===== config.mk =====
export PLATFORM = sky130hd
export DESIGN_NAME = mult_div_unit
export DESIGN_NICKNAME = d
export VERILOG_FILES = /design/src/rtl/mult_div_pkg.sv /design/src/rtl/mdu_negate.sv /design/src/rtl/mult_div_unit.sv
export SDC_FILE = /design/constraint.sdc
export NUM_CORES = 1
export LEC_CHECK = 0
export BUFFER_PORTS_ARGS = -buffer_cell sky130_fd_sc_hd__buf_4
export CORE_MARGIN = 2
export CORE_UTILIZATION = 30
export CTS_BUF_LIST = sky130_fd_sc_hd__clkbuf_2 sky130_fd_sc_hd__clkbuf_4 sky130_fd_sc_hd__clkbuf_8
export DETAILED_ROUTE_END_ITERATION = 10
export SETUP_SLACK_MARGIN = 0.02
export SYNTH_ARGS = -nofsm -noshare
export SYNTH_HDL_FRONTEND = slang
export SYNTH_HIERARCHICAL = 1
export SYNTH_SLANG_ARGS = --single-unit

===== constraint.sdc =====
create_clock -name Clock -period 5.1 [get_ports Clock]
set_input_delay 0 -clock Clock [delete_from_list [all_inputs] [get_ports Clock]]
set_output_delay 0 -clock Clock [all_outputs]
set_load 0.02 [all_outputs]

===== src/rtl/mult_div_pkg.sv =====
// Shared definitions for the iterative signed multiply/divide unit:
// FSM state encodings, default operand width and iteration-counter sizing.
package mult_div_pkg;

  localparam int WIDTH_DEFAULT = 32;

  typedef logic [2:0] state_t;

  localparam logic [2:0] S_IDLE  = 3'd0;
  localparam logic [2:0] S_MULT  = 3'd1;
  localparam logic [2:0] S_DIV   = 3'd2;
  localparam logic [2:0] S_FIX   = 3'd3;
  localparam logic [2:0] S_DONE  = 3'd4;
  localparam logic [2:0] S_DZERO = 3'd5;

  // Iteration counter counts 0..width-1, so $clog2(width) bits suffice.
  function automatic int cnt_width(input int width);
    return (width > 2) ? $clog2(width) : 1;
  endfunction

  localparam int CNT_W_DEFAULT = cnt_width(WIDTH_DEFAULT);

endpackage


===== src/rtl/mdu_negate.sv =====
// Conditional two's-complement negation: out = en ? -in : in.
module mdu_negate #(
  parameter int WIDTH = 32
) (
  input  logic             en,
  input  logic [WIDTH-1:0] in,
  output logic [WIDTH-1:0] out
);

  assign out = en ? (~in + WIDTH'(1)) : in;

endmodule


===== src/rtl/mult_div_unit.sv =====
// Iterative signed multiplier (radix-2 Booth) and restoring divider sharing one
// 2*WIDTH+1 bit accumulator; results land in Hi/Lo with a one-cycle Done pulse.
module mult_div_unit
  import mult_div_pkg::*;
#(
  parameter int WIDTH = WIDTH_DEFAULT
) (
  input  logic             Clock,
  input  logic             Reset_n,
  input  logic             MultStart,
  input  logic             DivStart,
  input  logic [WIDTH-1:0] OpA,
  input  logic [WIDTH-1:0] OpB,
  output logic [WIDTH-1:0] Hi,
  output logic [WIDTH-1:0] Lo,
  output logic             Busy,
  output logic             Done,
  output logic             DivZero
);

  localparam int CW = cnt_width(WIDTH);
  localparam logic [CW-1:0] LAST_STEP = CW'(WIDTH - 1);

  state_t              state_reg, state_next;
  logic [CW-1:0]       cnt_reg;
  // Layout: {hi[WIDTH-1:0], lo[WIDTH-1:0], booth_q}; divide keeps remainder in hi, quotient in lo.
  logic [2*WIDTH:0]    acc_reg;
  logic [WIDTH-1:0]    mcand_reg;
  logic                sign_a_reg, sign_b_reg;

  logic [WIDTH-1:0]    acc_hi, acc_lo;
  logic [WIDTH-1:0]    abs_a, abs_b, quo_fixed, rem_fixed;
  logic [WIDTH:0]      booth_sum;
  logic [2*WIDTH:0]    booth_next;
  logic [WIDTH:0]      div_shift, div_diff;
  logic [2*WIDTH:0]    div_next;

  assign acc_hi = acc_reg[2*WIDTH:WIDTH+1];
  assign acc_lo = acc_reg[WIDTH:1];
  assign Busy   = (state_reg != S_IDLE);

  mdu_negate #(.WIDTH(WIDTH)) u_abs_a (.en(OpA[WIDTH-1]), .in(OpA), .out(abs_a));
  mdu_negate #(.WIDTH(WIDTH)) u_abs_b (.en(OpB[WIDTH-1]), .in(OpB), .out(abs_b));
  mdu_negate #(.WIDTH(WIDTH)) u_fix_quo (.en(sign_a_reg ^ sign_b_reg), .in(acc_lo), .out(quo_fixed));
  mdu_negate #(.WIDTH(WIDTH)) u_fix_rem (.en(sign_a_reg), .in(acc_hi), .out(rem_fixed));

  // Booth add/sub is done one bit wider so a most-negative multiplicand cannot overflow.
  always_comb begin
    booth_sum = {acc_hi[WIDTH-1], acc_hi};
    case (acc_reg[1:0])
      2'b01:   booth_sum = {acc_hi[WIDTH-1], acc_hi} + {mcand_reg[WIDTH-1], mcand_reg};
      2'b10:   booth_sum = {acc_hi[WIDTH-1], acc_hi} - {mcand_reg[WIDTH-1], mcand_reg};
      default: booth_sum = {acc_hi[WIDTH-1], acc_hi};
    endcase
    booth_next = {booth_sum, acc_reg[WIDTH:1]};
  end

  always_comb begin
    div_shift = {acc_hi, acc_lo[WIDTH-1]};
    div_diff  = div_shift - {1'b0, mcand_reg};
    if (!div_diff[WIDTH]) begin
      div_next = {div_diff[WIDTH-1:0], acc_lo[WIDTH-2:0], 1'b1, 1'b0};
    end else begin
      div_next = {div_shift[WIDTH-1:0], acc_lo[WIDTH-2:0], 1'b0, 1'b0};
    end
  end

  always_comb begin
    state_next = state_reg;
    case (state_reg)
      S_IDLE: begin
        if (MultStart)               state_next = S_MULT;
        else if (DivStart && OpB == '0) state_next = S_DZERO;
        else if (DivStart)           state_next = S_DIV;
      end
      S_MULT:  if (cnt_reg == LAST_STEP) state_next = S_DONE;
      S_DIV:   if (cnt_reg == LAST_STEP) state_next = S_FIX;
      S_FIX:   state_next = S_DONE;
      S_DONE:  state_next = S_IDLE;
      // DZERO is held for two cycles; the counter marks the second one.
      S_DZERO: if (cnt_reg != '0) state_next = S_IDLE;
      default: state_next = S_IDLE;
    endcase
  end

  always_ff @(posedge Clock or negedge Reset_n) begin
    if (!Reset_n) begin
      state_reg  <= S_IDLE;
      cnt_reg    <= '0;
      acc_reg    <= '0;
      mcand_reg  <= '0;
      sign_a_reg <= 1'b0;
      sign_b_reg <= 1'b0;
      Hi         <= '0;
      Lo         <= '0;
      Done       <= 1'b0;
      DivZero    <= 1'b0;
    end else begin
      state_reg <= state_next;
      Done      <= 1'b0;
      DivZero   <= 1'b0;
      case (state_reg)
        S_IDLE: begin
          cnt_reg <= '0;
          if (MultStart) begin
            mcand_reg <= OpA;
            acc_reg   <= {{WIDTH{1'b0}}, OpB, 1'b0};
          end else if (DivStart) begin
            if (OpB == '0) begin
              DivZero <= 1'b1;
            end else begin
              mcand_reg  <= abs_b;
              acc_reg    <= {{WIDTH{1'b0}}, abs_a, 1'b0};
              sign_a_reg <= OpA[WIDTH-1];
              sign_b_reg <= OpB[WIDTH-1];
            end
          end
        end
        S_MULT: begin
          acc_reg <= booth_next;
          cnt_reg <= cnt_reg + CW'(1);
        end
        S_DIV: begin
          acc_reg <= div_next;
          cnt_reg <= cnt_reg + CW'(1);
        end
        S_FIX: acc_reg <= {rem_fixed, quo_fixed, 1'b0};
        S_DONE: begin
          Hi   <= acc_hi;
          Lo   <= acc_lo;
          Done <= 1'b1;
        end
        S_DZERO: cnt_reg <= cnt_reg + CW'(1);
        default: ;
      endcase
    end
  end

endmodule


* Word level (Yosys, flattened, before mapping) *
Cells that the tools add are included.
Widths: inputs -> output; s select.

operators by class
  $add $sub $neg = 8
  eq/ne operators = 18
  multiplexer cells = 26
  bitwise operators = 7
  reduce and logical (&&, ||, !) cells = 16

operators with widths
  cell                   count
  $mux 65                4
  $pmux 65 s4            1
  $mux 32                7
  $add 32x1->32 const B  4
  $not 32->32            4
  $pmux 33 s2            1
  $add 32x32->33         1
  $sub 32x32->33         1
  $sub 33x32->33         1
  $logic_not 32->1       1
  $mux 3                 6
  $reduce_and 4->1       4
  $pmux 3 s5             1
  $ne 2x2->1 const B     5
  $pmux 5 s2             1
  $eq 3x2->1 const B     2
  $eq 3x3->1 const B     2
  $ne 3x3->1 const B     2
  $reduce_and 3->1       2
  $add 5x1->5 const B    1
  $eq 5x5->1 const B     1
  $mux 1                 5
  $reduce_and 5->1       1
  $reduce_bool 5->1      1
  14 further kinds       16

word-level totals
  flip-flop bits (word level) = 173
  output and inout bits = 67
  logic and storage cells = 88

* Logic depth before layout (Yosys ltp) *
  depth in word-level cells = 7
  gate-level depth with buffers = 21
  mapped depth without buffers = 20

* By module *
Netlist, hierarchy kept.

modules (own cells, without submodules)
  module         times used  cells each  area an instance (µm²)  sequential area each (µm²)
  mult_div_unit  1           1,442       13,008.7                4,329.2
  mdu_negate     4           99          777.0                   0.0

* Worst setup path before layout *
OpenSTA, ideal clock, no wires.

  path type = register to register
  start point = register mcand_reg[1]
  end point = register acc_reg[63]
  arrival time = 4,111 ps
  setup slack = 847 ps
  stages on the path, launching flop included = 22
  clock period less this slack = 4,253 ps
  path through = dfrtp_1 > inv_1 > ha_1 > and4_1 > nor2b_1 > and3_1 > nand2_1 > nor4b_1 > nor2_1 > xnor2_1 > ha_1 > clkbuf_1 > a21o_1 > a21o_1 > a21o_1 > a21o_1 > a21oi_1 > nor2b_1 > a311o_1 > a21oi_1 > xor2_1 > o221ai_1

between the ends
  word-level cells in the longest chain between the ends = 3

RTL lines
  what                                          RTL line                                  source
  start, declared                               mult_div_unit.sv:28                       logic [WIDTH-1:0] mcand_reg;
  start signal, assigned                        mult_div_unit.sv:106                      mcand_reg <= OpA;
  start signal, assigned                        mult_div_unit.sv:112                      mcand_reg <= abs_b;
  $sub 32x32->33, or another cell as far along  mult_div_unit.sv:52                       2'b10: booth_sum = {acc_hi[WIDTH-1], acc_hi} - {mcand_reg[WIDTH-1], mcand_reg};
  $pmux 33 s2 or $mux 65 (tied branches)        mult_div_unit.sv:50, mult_div_unit.sv:61
  $pmux 65 s4 (*)                               mult_div_unit.sv:102                      case (state_reg)
  end signal, assigned                          mult_div_unit.sv:107                      acc_reg <= {{WIDTH{1'b0}}, OpB, 1'b0};
  end signal, assigned                          mult_div_unit.sv:113                      acc_reg <= {{WIDTH{1'b0}}, abs_a, 1'b0};
  end signal, assigned                          mult_div_unit.sv:120                      acc_reg <= booth_next;
  end, declared                                 mult_div_unit.sv:27                       logic [2*WIDTH:0] acc_reg;

Mark *: on every way between the ends. The rest lies on a longest branch, timed or not.
A chain may end at the register's enable or synchronous reset.

* Worst setup path after layout *
Ends and elaborated chain as after synthesis.

==> impl_metrics.py <==
metrics = {
    "clock_network": {
        "clockRootBuffer": "clkbuf_8",
        "cts_setup_buffers": 0,
        "cts_tree": "yes",
        "path_clk_slew_ns": 0.10,
        "cts_buffer_depth": 2,
        "clkSinkCount": 173,
        "htreeDepth": 4,
        "insertion_delay_ns": 0.54,
        "cts_made_buffers": 17,
    },
    "critical_path": {
        "path_delay_family": "compound AO/OA/AOI/OAI gates",
        "critPathCaptureType": "flip-flop",
        "crit_chain": "inv_1 > ha_1 > and4_1 > nor2b_1 > and3_1 > nand2_1 > nor4b_1 > buf_4 > nor2_1 > xnor2_1 > ha_1 > a21o_1 > a21o_1 > a21o_1 > a21o_1 > a21oi_1 > nor2b_1 > a311o_1 > a21oi_1 > xor2_1 > o221ai_1",
        "r2r-end": "acc_reg[63]$_DFFE_PN0P_",
        "rrSetupSlack_ns": 0.38,
        "r2r_cells": 21,
        "cp-start-kind": "flip-flop",
        "cp_common_cell": "a21o_1",
        "crit_fanout": 8,
        "cp_slowest_cell": "dfrtp_1",
        "critPathKind": "reg -> reg",
        "cp.arrival_ns": 5.10,
        "worst-path-buf-inv": 2,
        "crit_required_ns": 5.48,
        "cpPeakStageDelay_ns": 0.43,
        "r2r-start": "mcand_reg[1]$_DFFE_PN0P_",
    },
    "yosys": {
        "synth_enable_flop_cells": 0,
        "syn-cell-area_mm2": 0.0161,
        "ys_types": 76,
        "synth_warnings": 6,
        "synth.most_common_cell": "xnor2_1",
        "ys.flop_type": "dfrtp_1",
        "avgSynthCellArea_um2": 8.77,
        "syn-num-nets": 1981,
        "synthArstFlopShare_pct": 100,
        "synth_top_cells_by_count": "183 x xnor2_1, 173 x dfrtp_1, 143 x a21oi_1",
        "synth_area_leader_cell": "dfrtp_1",
        "ys_ff_latch": 173,
        "yosys-top-cells-area": "dfrtp_1 27%, xnor2_1 9.9%, mux2_2 7.0%",
        "synth_seq_area_share_pct": 26.9,
        "synthCells": 1838,
        "yosysTopAreaCellShare_pct": 26.9,
    },
    "cells_and_area": {
        "antenna_cells": 0,
        "largest_register_ffs": 65,
        "nNetsFinal": 2108,
        "fillers": 5393,
        "drive_gt1_share_pct": 17.5,
        "area_delta_synth_final_pct": 16.7,
    },
    "power_and_ir_drop": {
        "p_sw_mw": 6.78,
        "p_leak_nw": 7.63,
        "internal-power_mw": 6.25,
        "p_comb_share_pct": 69.5,
        "netSwitchingFraction_pct": 52.0,
        "pwr_density_cell_mw_per_mm2": 693,
        "pwr-share-clk_pct": 7.9,
        "seqPwrFrac_pct": 22.5,
        "peakVddDrop_v": 0.000325,
    },
    "timing": {
        "layout_setup_ws_ns": 0.383,
        "post-route-min-period_ns": 4.72,
        "maxSlewViolCount": 0,
        "final.setup.tns_ns": 0,
        "grt_setup_unrepaired": "no",
        "worstMarginPinSlew_ns": 1.09,
        "min_period_over_period_pct": 92.5,
        "max_freq_mhz": 212,
        "slew_headroom_pct": 27.1,
        "hold_viol": 0,
        "setup_viol": 0,
        "skew_ns": 0.0205,
    },
    "place": {
        "gp_congestion": 0.900,
        "io_buffers": 134,
        "hpwl_mm": 39.2,
        "place_ws_ns": 0.491,
    },
    "hold_path": {
        "hold_depth": 4,
        "min_path_type": "in -> reg",
        "hold_path_end": "mcand_reg[4]$_DFFE_PN0P_",
        "worstHoldStart": "OpB[4]",
    },
    "floorplanning": {
        "initial_utilization_pct": 30.5,
        "die_h_um": 236,
        "dieArea_mm2": 0.0556,
        "ios": 135,
        "num_rows": 84,
        "die_x_um": 236,
        "core_mm2": 0.0529,
    },
    "route": {
        "ant_nets": 0,
        "drc": 0,
        "avgRoutedWirePerCell_um": 19.6,
        "drt_iter0_markers": 1449,
        "vias": 14900,
        "dr.pass1.iters": 7,
        "via_per_inst": 5.59,
        "wirelength_mm": 52.3,
    },
    "global_route": {
        "grt_pass1_vias": 14300,
        "grt_pass1_wl_mm": 83.9,
        "overflow": 0,
        "grt_util_all_layers_pct": 18.7,
        "grt_max_degree": 99,
        "antenna_found_initial": 0,
    },
    "job": {
        "max_cap_violations": 0,
    },
    "status": {
        "outcome": "completed",
    },
}
==> logic make-up after synthesis <==
group,count (synthesis),synth area share [%]
AO/OA/AOI/OAI,549,23.0
XOR/XNOR,207,11.3
adder cells (fa/ha/maj),77,6.04
buffers and inverters,175,4.26
flip-flops,173,26.9
multiplexers,191,12.7
AND/OR/NAND/NOR,466,15.9
==> cells in the final DEF (no fill, tap or decap), drive strengths merged, types with 15 or more instances in the layout <==
cell type    count
a21o            34
a21oi          143
a222oi          32
a31oi           18
buf            152
clkbuf          19
dfrtp          173
dlygate4sd3     64
ha              73
inv             74
mux2           102
mux2i           89
nand2          128
nand2b          20
nand3           27
nand4           29
nor2           127
nor3            24
nor4            35
o211ai          15
o21ai          136
o22ai           31
o31ai           36
o41ai           37
xnor2          184
xor2            23
==> routing by layer <==
metal / up-vias / global-route usage (%) / share of wire [%]
met5: - / 0 / 0
met4: 0 / 4.79 / 1.5
met3: 42 / 2.31 / 5.3
met2: 496 / 30.2 / 47
met1: 7274 / 26.5 / 47
li1: 7086 / - / -
==> power groups by stage <==
stage	Sequential, mW	Combinational (mW)	Clock (mW)
final	2.93	9.06	1.03
after floorplan	2.93	6.50	0
after CTS	2.94	9.00	1.07
after global routing	3.05	9.98	1.11
after detailed placement	2.97	8.91	0
after global placement	2.94	8.81	0
==> worst register-to-register path, cell delays in order (launching register included) <==
cell and delay, ns:
dfrtp_1 0.43, inv_1 0.15, ha_1 0.23, and4_1 0.28
nor2b_1 0.28, and3_1 0.26, nand2_1 0.08, nor4b_1 0.32
buf_4 0.19, nor2_1 0.05, xnor2_1 0.14, ha_1 0.39
a21o_1 0.19, a21o_1 0.16, a21o_1 0.20, a21o_1 0.19
a21oi_1 0.14, nor2b_1 0.06, a311o_1 0.32, a21oi_1 0.18
xor2_1 0.20, o221ai_1 0.15
==> area by class of cell <==
cell class                 count  area, um^2  share of cell area [%]
clock inverter                14         166                   0.885
tap                          688         861                    4.58
inverter                      66         248                    1.32
multi-input combinational   1490       11100                    59.3
clock buffer                  18         248                    1.32
timing repair buffer         217        1810                    9.61
sequential                   173        4330                    23.0
==> through the flow <==
stage | total power [mW] | hold WS, ns | area, um^2 | instances | utilization [%]
global route | 14.2 | 0.0116 | 18800 | 2666 | 35.6
floorplan | 9.43 | -0.296 | 16100 | 1838 | -
detailed placement | 11.9 | 0.154 | 17800 | 2570 | 33.6
global placement | 11.8 | 0.150 | 17800 | 2570 | 33.6
CTS | 13.0 | 0.00000183 | 18800 | 2666 | 35.6
finish | 13.0 | 0.0222 | 18800 | 2666 | 35.6
==> what timing repair did <==
item                      in CTS  in global routing
hold buffers                  64                  0
hold endpoints to repair     142                  0
resized for setup              0                  0
==> worst max path at each step <==
stage / from / endpoint / slack [ns] / depth (start not counted)
finish: mcand_reg[1]$_DFFE_PN0P_ / acc_reg[63]$_DFFE_PN0P_ / 0.38 / 21
global route: mcand_reg[8]$_DFFE_PN0P_ / acc_reg[63]$_DFFE_PN0P_ / 0.07 / 17
CTS: mcand_reg[1]$_DFFE_PN0P_ / acc_reg[63]$_DFFE_PN0P_ / 0.46 / 21
detailed placement: mcand_reg[1]$_DFFE_PN0P_ / acc_reg[63]$_DFFE_PN0P_ / 0.49 / 21
global placement: mcand_reg[1]$_DFFE_PN0P_ / acc_reg[63]$_DFFE_PN0P_ / 0.57 / 21
floorplan: mcand_reg[1]$_DFFE_PN0P_ / acc_reg[63]$_DFFE_PN0P_ / 0.85 / 21
Note: power is estimated with default switching activity, not from simulation.
